[config.mk]
export PLATFORM = sky130hd
export DESIGN_NAME = ahb_trans_sequencer
export DESIGN_NICKNAME = d
export VERILOG_FILES = /design/src/rtl/ahb_trans_sequencer.sv
export SDC_FILE = /design/constraint.sdc
export NUM_CORES = 1
export LEC_CHECK = 0
export BUFFER_PORTS_ARGS = -buffer_cell sky130_fd_sc_hd__buf_2
export CAP_MARGIN = 40
export CORE_UTILIZATION = 55
export CTS_BUF_LIST = sky130_fd_sc_hd__clkbuf_4
export DETAILED_ROUTE_END_ITERATION = 8
export PLACE_DENSITY_LB_ADDON = 0.2
export SLEW_MARGIN = 40
export SYNTH_ARGS = -nofsm -noshare
export SYNTH_HDL_FRONTEND = slang
export SYNTH_SLANG_ARGS = --single-unit
export TNS_END_PERCENT = 100
[constraint.sdc]
create_clock -name h_clk_i -period 4.8 [get_ports h_clk_i]
set_clock_uncertainty 0.2 [all_clocks]
set_input_delay 1.2 -clock h_clk_i [delete_from_list [all_inputs] [get_ports h_clk_i]]
set_output_delay 1.2 -clock h_clk_i [all_outputs]
set_load 0.1 [all_outputs]
[src/rtl/ahb_trans_sequencer.sv]
// ahb_trans_sequencer
//   AHB master transfer sequencer for the AXI-to-AHB bridge. It pops one
//   arbitrated AXI address command (AW or AR) and generates the full AHB
//   address-phase stream for it. That covers beat counting, INCR/WRAP address
//   stepping, BUSY insertion while write data is starved, 1 KB boundary
//   splitting and splitting FIXED bursts into SINGLE transfers.
//
//   Optional build macro: AHB_ERR_ABORT_EN. When it is defined, an AHB ERROR
//   response aborts the rest of the burst. When it is undefined, h_resp_i is
//   ignored.
//
// Ports
//   h_clk_i, h_reset_i      clock, synchronous active-high reset
//   cmd_*_i / cmd_ready_o   command FIFO pop interface
//   w_valid_i / w_pop_o     write-data FIFO status and pop
//   h_ready_i, h_resp_i     AHB HREADY / HRESP
//   h_trans_o .. h_write_o  AHB address-phase outputs
//   cmd_done_o, cmd_err_o   end-of-command pulse and its error qualifier
//
// State | meaning
//   S_IDLE  | waiting for a command; cmd_ready asserted
//   S_FIRST | next beat is the first of an AHB burst (NONSEQ, or IDLE if starved)
//   S_NEXT  | next beat continues the burst (SEQ, or BUSY if starved)

module ahb_trans_sequencer #(
  parameter int ADDR_WIDTH = 32,
  parameter int LEN_WIDTH  = 8,
  parameter int MAX_SIZE   = 2
) (
  input  logic                  h_clk_i,
  input  logic                  h_reset_i,
  input  logic                  cmd_valid_i,
  output logic                  cmd_ready_o,
  input  logic                  cmd_write_i,
  input  logic [ADDR_WIDTH-1:0] cmd_addr_i,
  input  logic [LEN_WIDTH-1:0]  cmd_len_i,
  input  logic [2:0]            cmd_size_i,
  input  logic [1:0]            cmd_burst_i,
  input  logic                  cmd_illegal_i,
  input  logic                  w_valid_i,
  output logic                  w_pop_o,
  input  logic                  h_ready_i,
  input  logic                  h_resp_i,
  output logic [1:0]            h_trans_o,
  output logic [ADDR_WIDTH-1:0] h_addr_o,
  output logic [2:0]            h_burst_o,
  output logic [2:0]            h_size_o,
  output logic                  h_write_o,
  output logic                  cmd_done_o,
  output logic                  cmd_err_o
);

  typedef enum logic [1:0] {
    S_IDLE  = 2'd0,
    S_FIRST = 2'd1,
    S_NEXT  = 2'd2
  } state_e;

  localparam logic [1:0] TR_IDLE   = 2'b00;
  localparam logic [1:0] TR_BUSY   = 2'b01;
  localparam logic [1:0] TR_NONSEQ = 2'b10;
  localparam logic [1:0] TR_SEQ    = 2'b11;

  localparam int BW = LEN_WIDTH + 1;

  state_e                state_q;
  logic [ADDR_WIDTH-1:0] addr_q;
  logic [ADDR_WIDTH-1:0] mask_q;
  logic [2:0]            burst_q;
  logic [2:0]            size_q;
  logic                  write_q;
  logic                  fixed_q;
  logic                  wrap_q;
  logic [BW-1:0]         left_q;
  logic                  done_q;
  logic                  err_q;

  // ---------------- command decode (used only at load) ----------------
  logic [BW-1:0]         beats_d;
  logic                  len_2_d, len_4_d, len_8_d, len_16_d;
  logic                  illegal_d;
  logic [12:0]           span_d;
  logic                  cross_1k_d;
  logic [2:0]            burst_enc_d;
  logic [ADDR_WIDTH-1:0] mask_d;

  assign beats_d  = {1'b0, cmd_len_i} + BW'(1);
  assign len_2_d  = (beats_d == BW'(2));
  assign len_4_d  = (beats_d == BW'(4));
  assign len_8_d  = (beats_d == BW'(8));
  assign len_16_d = (beats_d == BW'(16));

  assign illegal_d = cmd_illegal_i
                   | (cmd_burst_i == 2'b11)
                   | (cmd_size_i > 3'(MAX_SIZE))
                   | ((cmd_burst_i == 2'b10) & ~(len_2_d | len_4_d | len_8_d | len_16_d));

  // Span only matters for 4/8/16 beats, so 13 bits cover 16 beats of 128 bytes.
  assign span_d     = 13'(beats_d) << cmd_size_i;
  assign cross_1k_d = (({3'b000, cmd_addr_i[9:0]} + span_d) > 13'd1024);

  always_comb begin
    burst_enc_d = 3'b001;
    if (cmd_burst_i == 2'b00 || beats_d == BW'(1)) begin
      burst_enc_d = 3'b000;
    end else if (cmd_burst_i == 2'b10) begin
      if (len_4_d)       burst_enc_d = 3'b010;
      else if (len_8_d)  burst_enc_d = 3'b100;
      else if (len_16_d) burst_enc_d = 3'b110;
    end else if (!cross_1k_d) begin
      if (len_4_d)       burst_enc_d = 3'b011;
      else if (len_8_d)  burst_enc_d = 3'b101;
      else if (len_16_d) burst_enc_d = 3'b111;
    end
  end

  // A non-wrapping burst uses an all-ones mask, so one expression serves both.
  assign mask_d = (cmd_burst_i == 2'b10)
                ? ((ADDR_WIDTH'(beats_d) << cmd_size_i) - ADDR_WIDTH'(1))
                : '1;

  // ---------------- per-beat datapath ----------------
  logic [ADDR_WIDTH-1:0] addr_sum_d;
  logic [ADDR_WIDTH-1:0] addr_nxt_d;
  logic                  split_d;
  logic                  accept_d;
  logic                  last_d;
  logic                  abort_d;
  logic                  have_data_d;

  assign addr_sum_d = addr_q + (ADDR_WIDTH'(1) << size_q);
  assign addr_nxt_d = fixed_q ? addr_q : ((addr_q & ~mask_q) | (addr_sum_d & mask_q));

  // An undefined-length INCR restarts with NONSEQ at each 1 KB boundary and,
  // for WRAP2, at the wrap point. FIXED bursts always restart.
  assign split_d = fixed_q
                 | ((burst_q == 3'b001)
                    & ((addr_nxt_d[9:0] == 10'd0)
                       | (wrap_q & ((addr_nxt_d & mask_q) == '0))));

  assign have_data_d = ~write_q | w_valid_i;

  always_comb begin
    h_trans_o = TR_IDLE;
    case (state_q)
      S_FIRST: h_trans_o = have_data_d ? TR_NONSEQ : TR_IDLE;
      S_NEXT:  h_trans_o = have_data_d ? TR_SEQ : TR_BUSY;
      default: h_trans_o = TR_IDLE;
    endcase
    if (h_reset_i) h_trans_o = TR_IDLE;
  end

  assign accept_d    = h_trans_o[1] & h_ready_i;
  assign last_d      = (left_q == BW'(1));
  assign w_pop_o     = accept_d & write_q;
  assign cmd_ready_o = (state_q == S_IDLE) & ~h_reset_i;

`ifdef AHB_ERR_ABORT_EN
  // First cycle of a two-cycle ERROR response.
  assign abort_d = (state_q != S_IDLE) & h_resp_i & ~h_ready_i;
`else
  logic unused_resp;
  assign unused_resp = h_resp_i;
  assign abort_d     = 1'b0;
`endif

  // ---------------- FSM and registered outputs ----------------
  always_ff @(posedge h_clk_i) begin
    if (h_reset_i) begin
      state_q <= S_IDLE;
      addr_q  <= '0;
      mask_q  <= '0;
      burst_q <= 3'b000;
      size_q  <= 3'b000;
      write_q <= 1'b0;
      fixed_q <= 1'b0;
      wrap_q  <= 1'b0;
      left_q  <= '0;
      done_q  <= 1'b0;
      err_q   <= 1'b0;
    end else begin
      done_q <= 1'b0;
      err_q  <= 1'b0;
      case (state_q)
        S_IDLE: begin
          if (cmd_valid_i) begin
            if (illegal_d) begin
              done_q <= 1'b1;
              err_q  <= 1'b1;
            end else begin
              addr_q  <= cmd_addr_i;
              mask_q  <= mask_d;
              burst_q <= burst_enc_d;
              size_q  <= cmd_size_i;
              write_q <= cmd_write_i;
              fixed_q <= (cmd_burst_i == 2'b00);
              wrap_q  <= (cmd_burst_i == 2'b10);
              left_q  <= beats_d;
              state_q <= S_FIRST;
            end
          end
        end
        S_FIRST, S_NEXT: begin
          if (abort_d) begin
            state_q <= S_IDLE;
            done_q  <= 1'b1;
            err_q   <= 1'b1;
          end else if (accept_d) begin
            addr_q <= addr_nxt_d;
            left_q <= left_q - BW'(1);
            if (last_d) begin
              state_q <= S_IDLE;
              done_q  <= 1'b1;
            end else if (split_d) begin
              state_q <= S_FIRST;
            end else begin
              state_q <= S_NEXT;
            end
          end
        end
        default: state_q <= S_IDLE;
      endcase
    end
  end

  assign h_addr_o   = addr_q;
  assign h_burst_o  = burst_q;
  assign h_size_o   = size_q;
  assign h_write_o  = write_q;
  assign cmd_done_o = done_q;
  assign cmd_err_o  = err_q;

endmodule

==> impl_metrics.tcl <==
set metrics [dict create \
    drive_above_1_share 0.1889 \
    gp_congestion 0.9764 \
    synth_top_family_by_area "compound AO/OA/AOI/OAI gates" \
    clk_latency_ps 480 \
    die_area_um2 13250 \
    fin_crit_sh 0.9126 \
    path_clk_slew_ps 160 \
    path_max_fanout 7 \
    synthMuxAreaShare 0.04017 \
    place_inst 1195 \
    num_rows 40 \
    start_kind "primary input" \
    slew_viol_final 0 \
    tritoncts "yes" \
    ctsLongestPathBuffers 2 \
    grt_use_total 0.3168 \
    slew_headroom 0.4824 \
    synth_area_per_cell_um2 7.513 \
    crit_required_ps 5010 \
    grt_max_degree 82 \
    ys_types 76 \
    first_global_vias 6670 \
    postSynth.asyncResetShare 0 \
    numPortBuffers 96 \
    postCtsSetupBuffers 0 \
    dr.first_iter.drc_count 640 \
    n_antenna_cell 0 \
    clock.fmax_mhz 228.3 \
    postCtsHoldBufs 0 \
    hold_viol 0 \
    fp.dieH_um 115.1 \
    cts_buffers 9 \
    synthSimpleGateAreaFrac 0.2609 \
    drtAntennaViolNets 0 \
    crit_type "primary input to flop" \
    leakage_uw 0.003109 \
    synth_seq_cells 85 \
    core-area_um2 12260 \
    gr-total-overflow 0 \
    dieWidth_um 115.1 \
    status "finished clean" \
    syn2layout_area_growth_pct 15.36 \
    wirelength_um 20690 \
    dpl.hpwl_um 15590 \
    tns_ps 0 \
    yosysTopAreaCell "dfxtp_1" \
    h-tree-depth 3 \
    maxCapViolations 0 \
    first_pass_iters 5 \
    fin_util 0.6622 \
    synth_compound_area_frac 0.2959 \
    tightest_slew_ps 756.8 \
    synth_area_leaders "dfxtp_1 (24%), nand2_1 (5.4%), ha_1 (5.3%)" \
    pin_count 98 \
    ys.flop_type "dfxtp_1" \
    drc 0 \
    synth_top_area_share 0.2417 \
    r2r_slack_ps 670 \
    arrival_ps 4590 \
    seqCellArea_um2 1702 \
    synth-seq-area-share 0.2417 \
    synth-adder-area-share 0.05901 \
    vdd_drop_max_mv 0.1193 \
    antenna_found_initial 0 \
    setup_violations 0 \
    powerDensity_nw_per_um2 231.7 \
    end_kind "flop" \
    syn-instance-count 937 \
    num_vias 7598 \
    finalNetCount 1123 \
    routed_via_density 6.274 \
    clock-sinks 85 \
    rsz0062_at_grt "no" \
    n_fill_cell 1145 \
    synth_edf_count 0 \
    synth.cell_area_um2 7039 \
    fin_crit_ps 4380 \
    hold_class "flop to flop" \
    final_cells 1211 \
    ys_warn_count 0 \
    cts-root-buf "clkbuf_4" \
    grt_pass1_wl_um 33180 \
    wl_per_cell_um 17.09 \
    synthXorXnorAreaFrac 0.04852 \
    initial_utilization 0.5741 \
    synthesis.nets 1022 \
    multi_input_area_um2 5002 \
    post_cts_resized 0 \
]
## cell families (layout without fill, tap and decap cells)
| logic type | Yosys count | in the layout |
|---|---|---|
| AOI/OAI and AO/OA | 296 | 296 |
| xor gates and xnor gates | 39 | 39 |
| adders and majority gates | 32 | 32 |
| buffers and inverters | 95 | 201 |
| DFF | 85 | 85 |
| muxes | 25 | 25 |
| and+or+nand+nor | 365 | 365 |
## layout by cell type, fill, tap and decap left out, types with 6 or more instances in the layout
cell,n
a2111oi_0,7
a211oi_1,24
a21o_1,10
a21oi_1,63
a22oi_1,12
a311oi_1,10
a31oi_1,7
and2_1,6
and3_1,18
buf_2,96
buf_4,54
clkbuf_4,10
dfxtp_1,85
ha_1,29
inv_1,32
mux2_2,6
mux2i_1,17
nand2_1,102
nand2b_1,14
nand3_1,32
nand4_1,27
nor2_1,76
nor2b_1,11
nor3_1,23
nor3b_1,10
nor4_1,13
o211ai_1,18
o21a_1,34
o21ai_0,36
o21ai_1,6
o22ai_1,13
o32ai_1,8
xnor2_1,25
xor2_1,14
## state kept, by name, summed over array words and instances (netlist names)
name and cells:
h_write_o 1, h_burst_o 3, wrap_q 1, h_size_o 3
h_addr_o 32, mask_q 31, state_q 2, cmd_err_o 1
fixed_q 1, cmd_done_o 1, left_q 9
## per-stage QoR
step	instance area (µm²)	hold WS (ps)	total power, µW	worst slack (ps)
4_1_cts	8120	289.4	1883	463.5
3_5_place_dp	7948	269.2	1375	-31.49
3_3_place_gp	7948	261.4	1367	22.66
2_1_floorplan	7059	245.0	1206	63.49
6_report	8120	290.4	1882	419.7
5_1_grt	8120	310.1	1974	206.0
## critical path: stages
cell       delay (ps)
buf_2              90
buf_4             150
inv_1              60
ha_1              360
mux2i_1           120
or3_1             430
fa_1              450
nor2b_1           210
o21ai_0           210
a211o_1           370
nand2b_1          110
xnor2_1           120
o2111ai_1         110
nor4_1            220
nor4_1            100
buf_4             150
o21ai_1           120
## cell usage after synthesis, types with 12 or more instances
library cell and instances:
a211oi_1 24, a21oi_1 63, a22oi_1 12, and3_1 18
clkbuf_1 52, dfxtp_1 85, ha_1 30, inv_1 32
mux2i_1 17, nand2_1 102, nand2b_1 14, nand3_1 32
nand4_1 27, nor2_1 78, nor3_1 24, nor4_1 13
o211ai_1 18, o21a_1 34, o21ai_0 36, o22ai_1 13
xnor2_1 25, xor2_1 14
## report_power, final
| group | internal, µW | total, µW | switching [µW] |
|---|---|---|---|
| combinational | 215 | 599 | 384 |
| clock | 226 | 514 | 287 |
| sequential | 731 | 769 | 38.1 |
| total | 1170 | 1880 | 709 |
## final cells by class
cell class,count,share of cell area
Clock buffer,10,0.009245
Clock inverter,6,0.01202
Inverter,34,0.01572
Multi-Input combinational cell,757,0.6160
Sequential cell,85,0.2096
Tap cell,168,0.02589
Timing Repair Buffer,151,0.1116
## per-layer routing
metal	global-route usage	wire, µm	up-vias
li1	-	-	3704
met1	0.4321	9415	3561
met2	0.5133	9345	287
met3	0.03848	1450	46
met4	0.1169	481	0
met5	0	0	-
## path summary, 6_finish.rpt
path / from / to / depth (start not counted)
worst max-delay path: cmd_len_i[0] / h_burst_o[2] / 17
worst max register to register: h_size_o[0] / state_q[1] / 11
worst min-delay path: left_q[1] / left_q[1] / 2
worst min register to register: left_q[1] / left_q[1] / 2
Note: power is estimated with default switching activity, not from simulation.
